==> src/rtl/ram_master_pkg.sv <==
// Shared definitions for the RV32I load/store RAM master:
// widths, funct3 width codes, FSM states and request legality.
package ram_master_pkg;

  localparam int MEM_W      = 32;
  localparam int MEM_ADDR_W = 32;

  localparam logic [2:0] F3_B  = 3'b000;
  localparam logic [2:0] F3_H  = 3'b001;
  localparam logic [2:0] F3_W  = 3'b010;
  localparam logic [2:0] F3_BU = 3'b100;
  localparam logic [2:0] F3_HU = 3'b101;

  typedef enum logic [2:0] {
    IDLE,
    LOAD,
    STORE,
    RMW_RD,
    RMW_WR,
    RESP
  } state_t;

  function automatic logic req_err(
    input logic       we,
    input logic [2:0] f3,
    input logic [1:0] a
  );
    logic bad;
    bad = (f3 == 3'b011) || (f3 == 3'b110) || (f3 == 3'b111);
    if (f3[1:0] == 2'b01 && a[0]) bad = 1'b1;
    if (f3[1:0] == 2'b10 && a != 2'b00) bad = 1'b1;
    if (we && f3[2]) bad = 1'b1;
    return bad;
  endfunction

endpackage

==> src/rtl/ram_master_lsu_align.sv <==
// Byte/halfword lane extraction with sign/zero extension for loads,
// and lane merge of store data into a fetched word for sub-word stores.
module lsu_align
  import ram_master_pkg::*;
(
  input  logic [2:0]  funct3,
  input  logic [1:0]  lane,
  input  logic [31:0] word,
  input  logic [31:0] wdata,
  output logic [31:0] ldata,
  output logic [31:0] mdata
);

  logic [7:0]  b;
  logic [15:0] h;

  always_comb begin
    b = 8'(word >> {lane, 3'b000});
    h = lane[1] ? word[31:16] : word[15:0];
    case (funct3)
      F3_B:    ldata = {{24{b[7]}}, b};
      F3_BU:   ldata = {24'b0, b};
      F3_H:    ldata = {{16{h[15]}}, h};
      F3_HU:   ldata = {16'b0, h};
      F3_W:    ldata = word;
      default: ldata = '0;
    endcase
  end

  // Untouched lanes keep the fetched word.
  always_comb begin
    mdata = word;
    case (funct3[1:0])
      2'b00: mdata[{lane, 3'b000} +: 8] = wdata[7:0];
      2'b01: begin
        if (lane[1]) mdata[31:16] = wdata[15:0];
        else         mdata[15:0]  = wdata[15:0];
      end
      default: mdata = wdata;
    endcase
  end

endmodule

==> src/rtl/ram_master.sv <==
// RV32I load/store unit front-end driving a single-cycle RAM,
// with read-modify-write for byte and halfword stores.
module ram_master
  import ram_master_pkg::*;
#(
  parameter int ADDR_W = MEM_ADDR_W,
  parameter int DATA_W = MEM_W
) (
  input  logic              clk_100MHz,
  input  logic              arst,
  input  logic              req_valid_i,
  output logic              req_ready_o,
  input  logic              req_we_i,
  input  logic [2:0]        req_funct3_i,
  input  logic [ADDR_W-1:0] req_addr_i,
  input  logic [DATA_W-1:0] req_wdata_i,
  output logic              rsp_valid_o,
  output logic [DATA_W-1:0] rsp_rdata_o,
  output logic              rsp_err_o,
  output logic              r_ena_o,
  output logic [ADDR_W-1:0] r_addr_o,
  input  logic [DATA_W-1:0] r_data_i,
  output logic              w_ena_o,
  output logic [ADDR_W-1:0] w_addr_o,
  output logic [DATA_W-1:0] w_data_o
);

  state_t state, nstate;

  logic              we_q;
  logic [2:0]        f3_q;
  logic [ADDR_W-1:0] addr_q;
  logic [DATA_W-1:0] wdata_q;
  logic [DATA_W-1:0] word_q;
  logic [DATA_W-1:0] rdata_q;

  logic              accept;
  logic              bad;
  logic              go_err, go_ld, go_sw, go_rmw;
  logic [ADDR_W-1:0] aligned;
  logic [DATA_W-1:0] lsu_word;
  logic [DATA_W-1:0] ldata;
  logic [DATA_W-1:0] mdata;

  assign req_ready_o = (state == IDLE) && !arst;
  assign accept      = req_valid_i && req_ready_o;
  assign bad         = req_err(req_we_i, req_funct3_i, req_addr_i[1:0]);
  assign go_err      = bad;
  assign go_ld       = !bad && !req_we_i;
  assign go_sw       = !bad && req_we_i && (req_funct3_i == F3_W);
  assign go_rmw      = !bad && req_we_i && (req_funct3_i != F3_W);
  assign aligned     = {addr_q[ADDR_W-1:2], 2'b00};
  // Loads extract straight from the RAM; RMW merges into the held word.
  assign lsu_word    = (state == LOAD) ? r_data_i : word_q;

  lsu_align u_align (
    .funct3 (f3_q),
    .lane   (addr_q[1:0]),
    .word   (lsu_word),
    .wdata  (wdata_q),
    .ldata  (ldata),
    .mdata  (mdata)
  );

  always_ff @(posedge clk_100MHz or posedge arst) begin
    if (arst) begin
      state   <= IDLE;
      we_q    <= 1'b0;
      f3_q    <= '0;
      addr_q  <= '0;
      wdata_q <= '0;
      word_q  <= '0;
      rdata_q <= '0;
    end else begin
      state <= nstate;
      if (accept) begin
        we_q    <= req_we_i;
        f3_q    <= req_funct3_i;
        addr_q  <= req_addr_i;
        wdata_q <= req_wdata_i;
        word_q  <= '0;
        rdata_q <= '0;
      end
      if (state == LOAD)   rdata_q <= ldata;
      if (state == RMW_RD) word_q  <= r_data_i;
    end
  end

  always_comb begin
    nstate      = state;
    rsp_valid_o = 1'b0;
    rsp_rdata_o = '0;
    rsp_err_o   = 1'b0;
    r_ena_o     = 1'b0;
    r_addr_o    = '0;
    w_ena_o     = 1'b0;
    w_addr_o    = '0;
    w_data_o    = '0;
    case (state)
      IDLE: begin
        if (accept) begin
          unique case (1'b1)
            go_err: nstate = RESP;
            go_ld:  nstate = LOAD;
            go_sw:  nstate = STORE;
            go_rmw: nstate = RMW_RD;
            default: nstate = IDLE;
          endcase
        end
      end
      LOAD: begin
        r_ena_o  = 1'b1;
        r_addr_o = aligned;
        nstate   = RESP;
      end
      STORE: begin
        w_ena_o  = 1'b1;
        w_addr_o = aligned;
        w_data_o = wdata_q;
        nstate   = RESP;
      end
      RMW_RD: begin
        r_ena_o  = 1'b1;
        r_addr_o = aligned;
        nstate   = RMW_WR;
      end
      RMW_WR: begin
        w_ena_o  = 1'b1;
        w_addr_o = aligned;
        w_data_o = mdata;
        nstate   = RESP;
      end
      RESP: begin
        rsp_valid_o = 1'b1;
        rsp_rdata_o = rdata_q;
        rsp_err_o   = req_err(we_q, f3_q, addr_q[1:0]);
        nstate      = IDLE;
      end
      default: nstate = IDLE;
    endcase
  end

endmodule

==> config.mk <==
export PLATFORM = sky130hd
export DESIGN_NAME = ram_master
export DESIGN_NICKNAME = d
export VERILOG_FILES = /design/src/rtl/ram_master_pkg.sv /design/src/rtl/ram_master_lsu_align.sv /design/src/rtl/ram_master.sv
export SDC_FILE = /design/constraint.sdc
export NUM_CORES = 1
export LEC_CHECK = 0
export ABC_AREA = 0
export CORE_MARGIN = 2
export CORE_UTILIZATION = 35
export CTS_CLUSTER_DIAMETER = 50
export DETAILED_ROUTE_END_ITERATION = 8
export PLACE_DENSITY_LB_ADDON = 0.2
export SLEW_MARGIN = 30
export SYNTH_ARGS = -nofsm -noshare
export SYNTH_HDL_FRONTEND = slang
export SYNTH_SLANG_ARGS = --single-unit
==> constraint.sdc <==
create_clock -name clk_100MHz -period 7.7 [get_ports clk_100MHz]
set_input_delay 0.77 -clock clk_100MHz [delete_from_list [all_inputs] [get_ports clk_100MHz]]
set_output_delay 0.77 -clock clk_100MHz [all_outputs]
set_load 0.005 [all_outputs]
# Yosys cells after proc, flatten, opt, wreduce, memory -nomap -nowiden
# Cells that the tools add are included.
# word_totals
elab_cells	89
regBits	135
# classes
shift	3
n_reduce_logical	29
n_eq_ne	22
mux	27
add_sub_neg	1
# ops
cell	n
$mux 32	7
$pmux 32 s5	1
$pmux 32 s2	2
$mux 16	3
$bwmux 32	1
$shift 8x7->32 const A	1
$shiftx 8x7->32	1
$shr 32x5->8	1
$eq 3x3->1 const B	8
$eq 3x2->1 const B	6
$logic_and 1x1->1	12
$pmux 3 s4	1
$mux 1	10
$pmux 3 s3	1
$reduce_bool 2->1	4
$neg 5->7	1
$eq 3x1->1 const B	2
$logic_not 3->1	2
$eq 2x1->1 const B	2
$eq 2x2->1 const B	2
$logic_or 1x1->1	4
$reduce_or 2->1	2
$logic_not 1->1	3
$mux 3	1
4 further kinds	4

# Depth between registers and ports, before layout
# Gate-level depths: netlist of the first run.
# depth
depth_word	12
depth_mapped	9

# By module
# A second synthesis of the first run with hierarchy kept.
# hier_totals
hier_cells	908
area_unflattened_um2	8599.5
# by_module_without_submodules
module	cells_each	seq_area_each_um2	area_per_inst_um2	instances
ram_master	675	3378.2	7013.0	1
lsu_align	233	0.0	1586.5	1

# Worst setup path before layout of the first run
# OpenSTA, ideal clock, no wires.
# synth_timing
kind	register to output
start	reg addr_q[1]
end	out w_data_o[1]
path_stages_with_launch	9
setup_slack_ns	4.577
arrival_ns	2.353
cell_sequence	dfrtp_1 > clkbuf_1 > inv_1 > clkbuf_1 > ha_1 > or3b_2 > nor3_1 > o21ai_0 > o211ai_1
# synth_via
elab_chain_len	5
# synth_lines
item	line	source
start, declared	ram_master.sv:32	logic [ADDR_W-1:0] addr_q;
start signal, assigned	ram_master.sv:79	addr_q <= req_addr_i;
$neg 5->7	ram_master_lsu_align.sv:34	2'b00: mdata[{lane, 3'b000} +: 8] = wdata[7:0];
$shiftx 8x7->32 or $shift 8x7->32 (tied branches)	ram_master_lsu_align.sv:34	
$bwmux 32	ram_master_lsu_align.sv:34	
$pmux 32 s2 (*)	ram_master_lsu_align.sv:33	case (funct3[1:0])
$pmux 32 s2 (*)	ram_master.sv:99	case (state)
end, declared	ram_master.sv:25	output logic [DATA_W-1:0] w_data_o
# Mark *: on every way between the ends. The rest lies on a longest branch, timed or not.

# Final worst setup path of the first run
# layout_timing
start	reg addr_q[1]
end	out w_data_o[7]
# Same word-level chain as after synthesis.

==> results of run 1 <==
## final cells by class
type / instances / area share
flip-flops and latches: 135 / 0.297
clock inverters: 14 / 0.0153
well taps: 319 / 0.0351
multi-input cells: 759 / 0.400
clock buffers: 18 / 0.0386
inverters: 13 / 0.00473
repair buffers: 241 / 0.210
## metal layers
| metal | track usage | vias up | share of wire |
|---|---|---|---|
| met4 | 0.0961 | 0 | 0.028 |
| met1 | 0.350 | 4012 | 0.44 |
| li1 | - | 3787 | - |
| met2 | 0.385 | 355 | 0.45 |
| met5 | 0 | - | 0 |
| met3 | 0.0526 | 51 | 0.082 |
## per-stage QoR
step                total power, uW  std cells  hold slack, ps   util  cell area (um^2)
floorplan                      2340        985             446      -              8250
global placement               3240       1467             460  0.462             10700
detailed placement             3280       1467             462  0.463             10800
CTS                            4150       1499             479  0.489             11400
global route                   4420       1499             488  0.489             11400
finish                         4140       1499             476  0.489             11400
## critical path, delay by kind of cell, from the launching register on
kind | cells | cell delay, ps
buffers and inverters | 3 | 1470
AND/OR/NAND/NOR | 2 | 1010
adder cells (fa/ha/maj) | 1 | 500
flip-flops | 1 | 320
AO/OA/AOI/OAI | 2 | 310
## cell usage in the layout, fill, tap and decap left out, types with 5 or more instances in the layout
| cell type | instances |
|---|---|
| a21o_1 | 6 |
| o211ai_1 | 38 |
| mux2i_1 | 14 |
| a221o_1 | 16 |
| mux4_2 | 8 |
| nor2b_1 | 34 |
| buf_4 | 10 |
| nand3_1 | 35 |
| o21ai_0 | 24 |
| a22oi_1 | 35 |
| clkbuf_16 | 17 |
| dfrtp_1 | 135 |
| o221ai_1 | 7 |
| mux2_2 | 27 |
| a21oi_1 | 26 |
| ha_1 | 5 |
| inv_1 | 12 |
| nand2b_1 | 15 |
| nor3_1 | 5 |
| and2_1 | 63 |
| nor2_1 | 14 |
| clkdlybuf4s50_1 | 231 |
| a31oi_1 | 8 |
| nand2_1 | 301 |
| o2111ai_1 | 6 |
| o22ai_1 | 7 |
## flip-flops by register name, indices dropped and copies added (netlist names)
| register | flops |
|---|---|
| addr_q | 32 |
| f3_q | 3 |
| wdata_q | 32 |
| word_q | 32 |
| rdata_q | 32 |
| state | 3 |
| we_q | 1 |
## power groups by stage
| stage | clock network (uW) | registers, uW | logic, uW |
|---|---|---|---|
| global placement | 0 | 1300 | 1940 |
| finish | 861 | 1300 | 1980 |
| floorplan | 0 | 1110 | 1230 |
| global route | 912 | 1330 | 2170 |
| detailed placement | 0 | 1300 | 1980 |
| CTS | 875 | 1290 | 1980 |
## worst min-delay path by stage
| stage | from | end | slack [ps] | cells after the start |
|---|---|---|---|---|
| 2_1_floorplan | wdata_q[23]$_DFFE_PP0P_ | wdata_q[23]$_DFFE_PP0P_ | 450 | 2 |
| 3_3_place_gp | wdata_q[29]$_DFFE_PP0P_ | wdata_q[29]$_DFFE_PP0P_ | 460 | 2 |
| 3_5_place_dp | wdata_q[25]$_DFFE_PP0P_ | wdata_q[25]$_DFFE_PP0P_ | 460 | 2 |
| 4_1_cts | wdata_q[25]$_DFFE_PP0P_ | wdata_q[25]$_DFFE_PP0P_ | 480 | 2 |
| 5_1_grt | wdata_q[25]$_DFFE_PP0P_ | wdata_q[25]$_DFFE_PP0P_ | 490 | 2 |
| 6_report | wdata_q[25]$_DFFE_PP0P_ | wdata_q[25]$_DFFE_PP0P_ | 480 | 2 |
## logic make-up (layout without fill, tap and decap cells)
logic type | Yosys count | after routing
buf+inv | 91 | 286
simple gates | 498 | 498
compound gates | 202 | 202
fa+ha+maj | 6 | 6
mux | 49 | 49
other cells | 1 | 4
flops | 135 | 135
==> impl_metrics.py, run 1 <==
metrics = {
    "outcome": {
        "status": "complete, no violations",
    },
    "finish": {
        "multi_input_comb_area_um2": 4550,
        "fin_nets": 1275,
        "fillerInstances": 2265,
        "regArea_um2": 3380,
        "diodes": 0,
        "syn_to_final_growth_pct": 38.1,
        "layout-drive-gt1-share": 0.0814,
    },
    "critical_path": {
        "crit_path_end": "w_data_o[7]",
        "r2r_end": "rdata_q[7]$_DFFE_PP0P_",
        "r2r-start": "state[0]$_DFFE_PP0P_",
        "cpPeakStageDelay_ps": 540,
        "path_max_fanout": 46,
        "crit_chain": "buf_4, inv_1, ha_1, or3b_2, nor3_1, o21ai_0, o211ai_1, clkdlybuf4s50_1",
        "reg2reg_slack_ps": 4760,
        "worstPathArrival_ps": 4060,
        "start_kind": "flop",
        "endpoint_kind": "output pin",
        "crit_type": "reg -> out",
        "required_ps": 6930,
        "cp_slowest_cell": "or3b_2",
        "critical_path.startpoint": "addr_q[1]$_DFFE_PP0P_",
        "r2r_cells": 4,
    },
    "timing": {
        "rsz0062_at_grt": "false",
        "tightest_slew_ps": 952,
        "setup_violations": 0,
        "min_period_over_period": 0.628,
        "layout_min_cycle_time_ps": 4830,
        "timing.final.ws_setup_ps": 2870,
        "slew_viol_final": 0,
        "max-slew-margin-rel": 0.366,
        "max_freq_ghz": 0.207,
        "hold_viol_final": 0,
        "fin_setup_tns_ps": 0,
        "fin_worst_skew_ps": 5.27,
    },
    "die": {
        "io_pins": 236,
        "core_area_um2": 23300,
        "fp.dieW_um": 157,
        "dieArea_um2": 24800,
        "fp-row-count": 56,
        "start_util": 0.354,
        "fp.dieH_um": 157,
    },
    "yosys": {
        "post_synth.cell_area_avg_um2": 8.39,
        "synthTopCellsByArea": "dfrtp_1 41%, nand2_1 14%, and2_1 4.8%",
        "yosys.cell_types.count": 62,
        "postSynthCellCount": 982,
        "synth_edf_count": 0,
        "synth.most_common_cell": "nand2_1",
        "synthXorXnorAreaFrac": 0,
        "synth_top_area_share": 0.410,
        "async_flop_share": 1.00,
        "yosys.area_share.simple": 0.283,
        "synth_top_family_by_area": "simple AND/OR/NAND/NOR gates",
        "yosysTopAreaCell": "dfrtp_1",
        "ys_top_cells_by_count": "302 x nand2_1, 135 x dfrtp_1, 63 x and2_1",
        "yosys.area_share.adder": 0.00881,
        "ys.flop_type": "dfrtp_1",
        "yosys_register_bits": 135,
        "syn-cell-area_um2": 8240,
        "synth_compound_area_frac": 0.176,
        "synth_mux_area_frac": 0.0758,
        "ys_seq_area_frac": 0.410,
        "yosys_warnings": 0,
    },
    "drt": {
        "vias_per_cell": 5.47,
        "vias": 8205,
        "initialDrtViolationCount": 547,
        "drt_wl_total_um": 30400,
        "drtPass1Iterations": 5,
        "drc": 0,
        "detail_route.wl_per_cell_um": 20.3,
        "ant_nets": 0,
    },
    "pwr": {
        "ir_worst_vdd_mv": 0.165,
        "seq_power_share": 0.314,
        "powerDensity_nw_per_um2": 364,
        "internal_power_uw": 2420,
        "clkPwrFrac": 0.208,
        "pwr-share-comb": 0.478,
        "netSwitchingFraction": 0.415,
        "p_leak_uw": 0.00485,
        "p_switching_uw": 1720,
    },
    "cts": {
        "numCtsBuffers": 17,
        "post_cts_resized": 0,
        "cts_max_level": 4,
        "cts_setup_buffers": 0,
        "clk_pin_slew_ps": 60,
        "cts-root-buf": "clkbuf_16",
        "clkLatencyLatePin_ps": 430,
        "cts_hold_buf": 0,
        "cts_tree": "yes",
        "cts.sinks": 135,
        "cts.path.max_buffers": 2,
    },
    "placement": {
        "place_worst_setup_slack_ps": 3360,
        "dp_hpwl_um": 21500,
        "place.gp.congestion": 0.935,
        "numPortBuffers": 231,
    },
    "global_routing": {
        "antenna_found_initial": 0,
        "track_usage": 0.252,
        "grt_pass1_vias": 8177,
        "grt_pass1_wl_um": 47600,
        "grt.overflow.total": 0,
        "grt_max_degree": 79,
    },
    "worst_hold_path": {
        "hold_class": "reg -> reg",
    },
    "job": {
        "maxCapViolCount": 0,
    },
}
Note: power is estimated with default switching activity, not from simulation.
==> inputs of run 2 (changes only) <==
- clock period: 7.7 -> 4.1 ns (I/O delays scaled with it)
==> run 2 against run 1 <==
Net effect: worst hold slack better by 3.0 ps; clock skew up 6.1 ps; critical path depth unchanged.
==> impl_metrics.py, run 2 (synthesized netlist as in run 1, its figures left out) <==
metrics = {
    "pwr": {
        "pwr-share-comb": 0.485,
        "powerDensity_nw_per_um2": 690,
        "clkPwrFrac": 0.214,
        "internal_power_uw": 4740,
        "p_switching_uw": 3210,
        "netSwitchingFraction": 0.404,
        "p_leak_uw": 0.00494,
        "seq_power_share": 0.301,
        "power_uw": 7950,
        "ir_worst_vdd_mv": 0.287,
    },
    "timing": {
        "layout_min_cycle_time_ps": 3770,
        "hold_viol_final": 0,
        "max_freq_ghz": 0.265,
        "setup_violations": 0,
        "min_period_over_period": 0.920,
        "rsz0062_at_grt": "false",
        "fin_worst_skew_ps": 11.3,
        "fin_setup_tns_ps": 0,
        "timing.final.ws_setup_ps": 329,
        "slew_viol_final": 0,
        "max-slew-margin-rel": 0.441,
        "tightest_slew_ps": 836,
    },
    "cts": {
        "cts.sinks": 135,
        "clk_pin_slew_ps": 60,
        "numCtsBuffers": 17,
        "post_cts_resized": 0,
        "cts_tree": "yes",
        "cts-root-buf": "clkbuf_16",
        "cts_setup_buffers": 0,
        "cts_max_level": 4,
        "clkLatencyLatePin_ps": 420,
        "cts_hold_buf": 0,
        "cts.path.max_buffers": 2,
    },
    "finish": {
        "diodes": 0,
        "final_common_cell": "nand2_1",
        "syn_to_final_growth_pct": 39.9,
        "final_cell_mix": "302 x nand2_1, 231 x clkdlybuf4s50_1, 135 x dfrtp_1",
        "layout-drive-gt1-share": 0.0862,
        "fin_nets": 1290,
        "final_cell_count_no_fill": 1514,
        "fillerInstances": 2243,
    },
    "global_routing": {
        "grt_pass1_vias": 8073,
        "grt_pass1_wl_um": 47700,
        "track_usage": 0.254,
        "antenna_found_initial": 0,
        "grt_max_degree": 90,
        "grt.overflow.total": 0,
    },
    "critical_path": {
        "cp_slowest_cell": "clkdlybuf4s50_1",
        "worstPathArrival_ps": 3360,
        "required_ps": 3690,
        "crit_chain": "inv_1, buf_4, ha_1, and4b_1, a21o_1, o211ai_1, o211ai_1, clkdlybuf4s50_1",
        "cpPeakStageDelay_ps": 580,
        "start_kind": "flop",
        "path_delay_family": "buffers and inverters",
        "r2r-start": "state[0]$_DFFE_PP0P_",
        "endpoint_kind": "output pin",
        "r2r_end": "rdata_q[7]$_DFFE_PP0P_",
        "critPathBufInv": 3,
        "crit_type": "reg -> out",
        "r2r_cells": 4,
        "path_max_fanout": 11,
        "reg2reg_slack_ps": 1320,
        "worst_path_most_repeated_cell": "o211ai_1",
    },
    "placement": {
        "numPortBuffers": 231,
        "place_worst_setup_slack_ps": 805,
        "post-place-cells": 1482,
        "dp_hpwl_um": 22100,
        "place.gp.congestion": 0.961,
    },
    "worst_hold_path": {
        "hold_class": "reg -> reg",
        "hold_end": "wdata_q[27]$_DFFE_PP0P_",
        "hold_path_startpoint": "wdata_q[27]$_DFFE_PP0P_",
        "min_delay_path_depth": 2,
    },
    "die": {
        "fp.dieW_um": 157,
        "fp.dieH_um": 157,
        "start_util": 0.354,
        "core_area_um2": 23300,
        "fp-row-count": 56,
        "dieArea_um2": 24800,
        "io_pins": 236,
    },
    "drt": {
        "drt_wl_total_um": 30900,
        "vias": 8127,
        "vias_per_cell": 5.37,
        "drc": 0,
        "initialDrtViolationCount": 536,
        "detail_route.wl_per_cell_um": 20.4,
        "ant_nets": 0,
        "drtPass1Iterations": 7,
    },
    "job": {
        "maxCapViolCount": 0,
    },
    "outcome": {
        "status": "complete, no violations",
    },
}
run 2: area by class of cell:
cell class              count  area (um^2)  share of cell area
repair buffers            256         2520               0.219
clock inverters            11          196              0.0170
inverters                  13         53.8             0.00467
flip-flops and latches    135         3380               0.293
multi-input cells         759         4520               0.392
clock buffers              21          450              0.0391
well taps                 319          399              0.0346
run 2: stage by stage:
step / util / hold WS [ps] / instance area, um^2
after floorplan: - / 446 / 8250
final: 0.495 / 479 / 11500
after detailed placement: 0.468 / 465 / 10900
after global routing: 0.495 / 504 / 11500
after CTS: 0.495 / 480 / 11500
after global placement: 0.468 / 465 / 10900
run 2: power by group through the flow:
stage | registers (uW) | logic, uW | clock network [uW]
2_1_floorplan | 2090 | 2310 | 0
3_3_place_gp | 2390 | 3820 | 0
3_5_place_dp | 2380 | 3850 | 0
4_1_cts | 2380 | 3870 | 1730
5_1_grt | 2450 | 4220 | 1810
6_report | 2390 | 3850 | 1700
run 2: worst max path at each step:
stage,startpoint,to,slack (ps),cells after the start
floorplan,arst,addr_q[0]$_DFFE_PP0P_,80,1
global placement,state[0]$_DFFE_PP0P_,w_data_o[25],780,6
detailed placement,addr_q[1]$_DFFE_PP0P_,w_data_o[7],810,7
CTS,addr_q[1]$_DFFE_PP0P_,w_data_o[7],340,7
global route,addr_q[1]$_DFFE_PP0P_,w_data_o[7],150,7
finish,addr_q[1]$_DFFE_PP0P_,w_data_o[14],330,8
run 2: worst register-to-register path, delay by kind of cell, from the launching register on:
family	cells	cell delay (ps)
AOI/OAI and AO/OA	2	600
muxes	1	550
DFF	1	800
and+or+nand+nor	1	700
run 2: layer usage:
metal / global-route usage / vias up / share of wire
li1: - / 3832 / -
met5: 0 / - / 0
met2: 0.382 / 376 / 0.44
met1: 0.352 / 3875 / 0.44
met3: 0.0752 / 44 / 0.089
met4: 0.0753 / 0 / 0.024
==> inputs of run 3 (changes only) <==
- GPL_TIMING_DRIVEN: unset -> 1
==> results of run 3 <==
No change in the layout: final DEF, timing and power equal those of run 2.
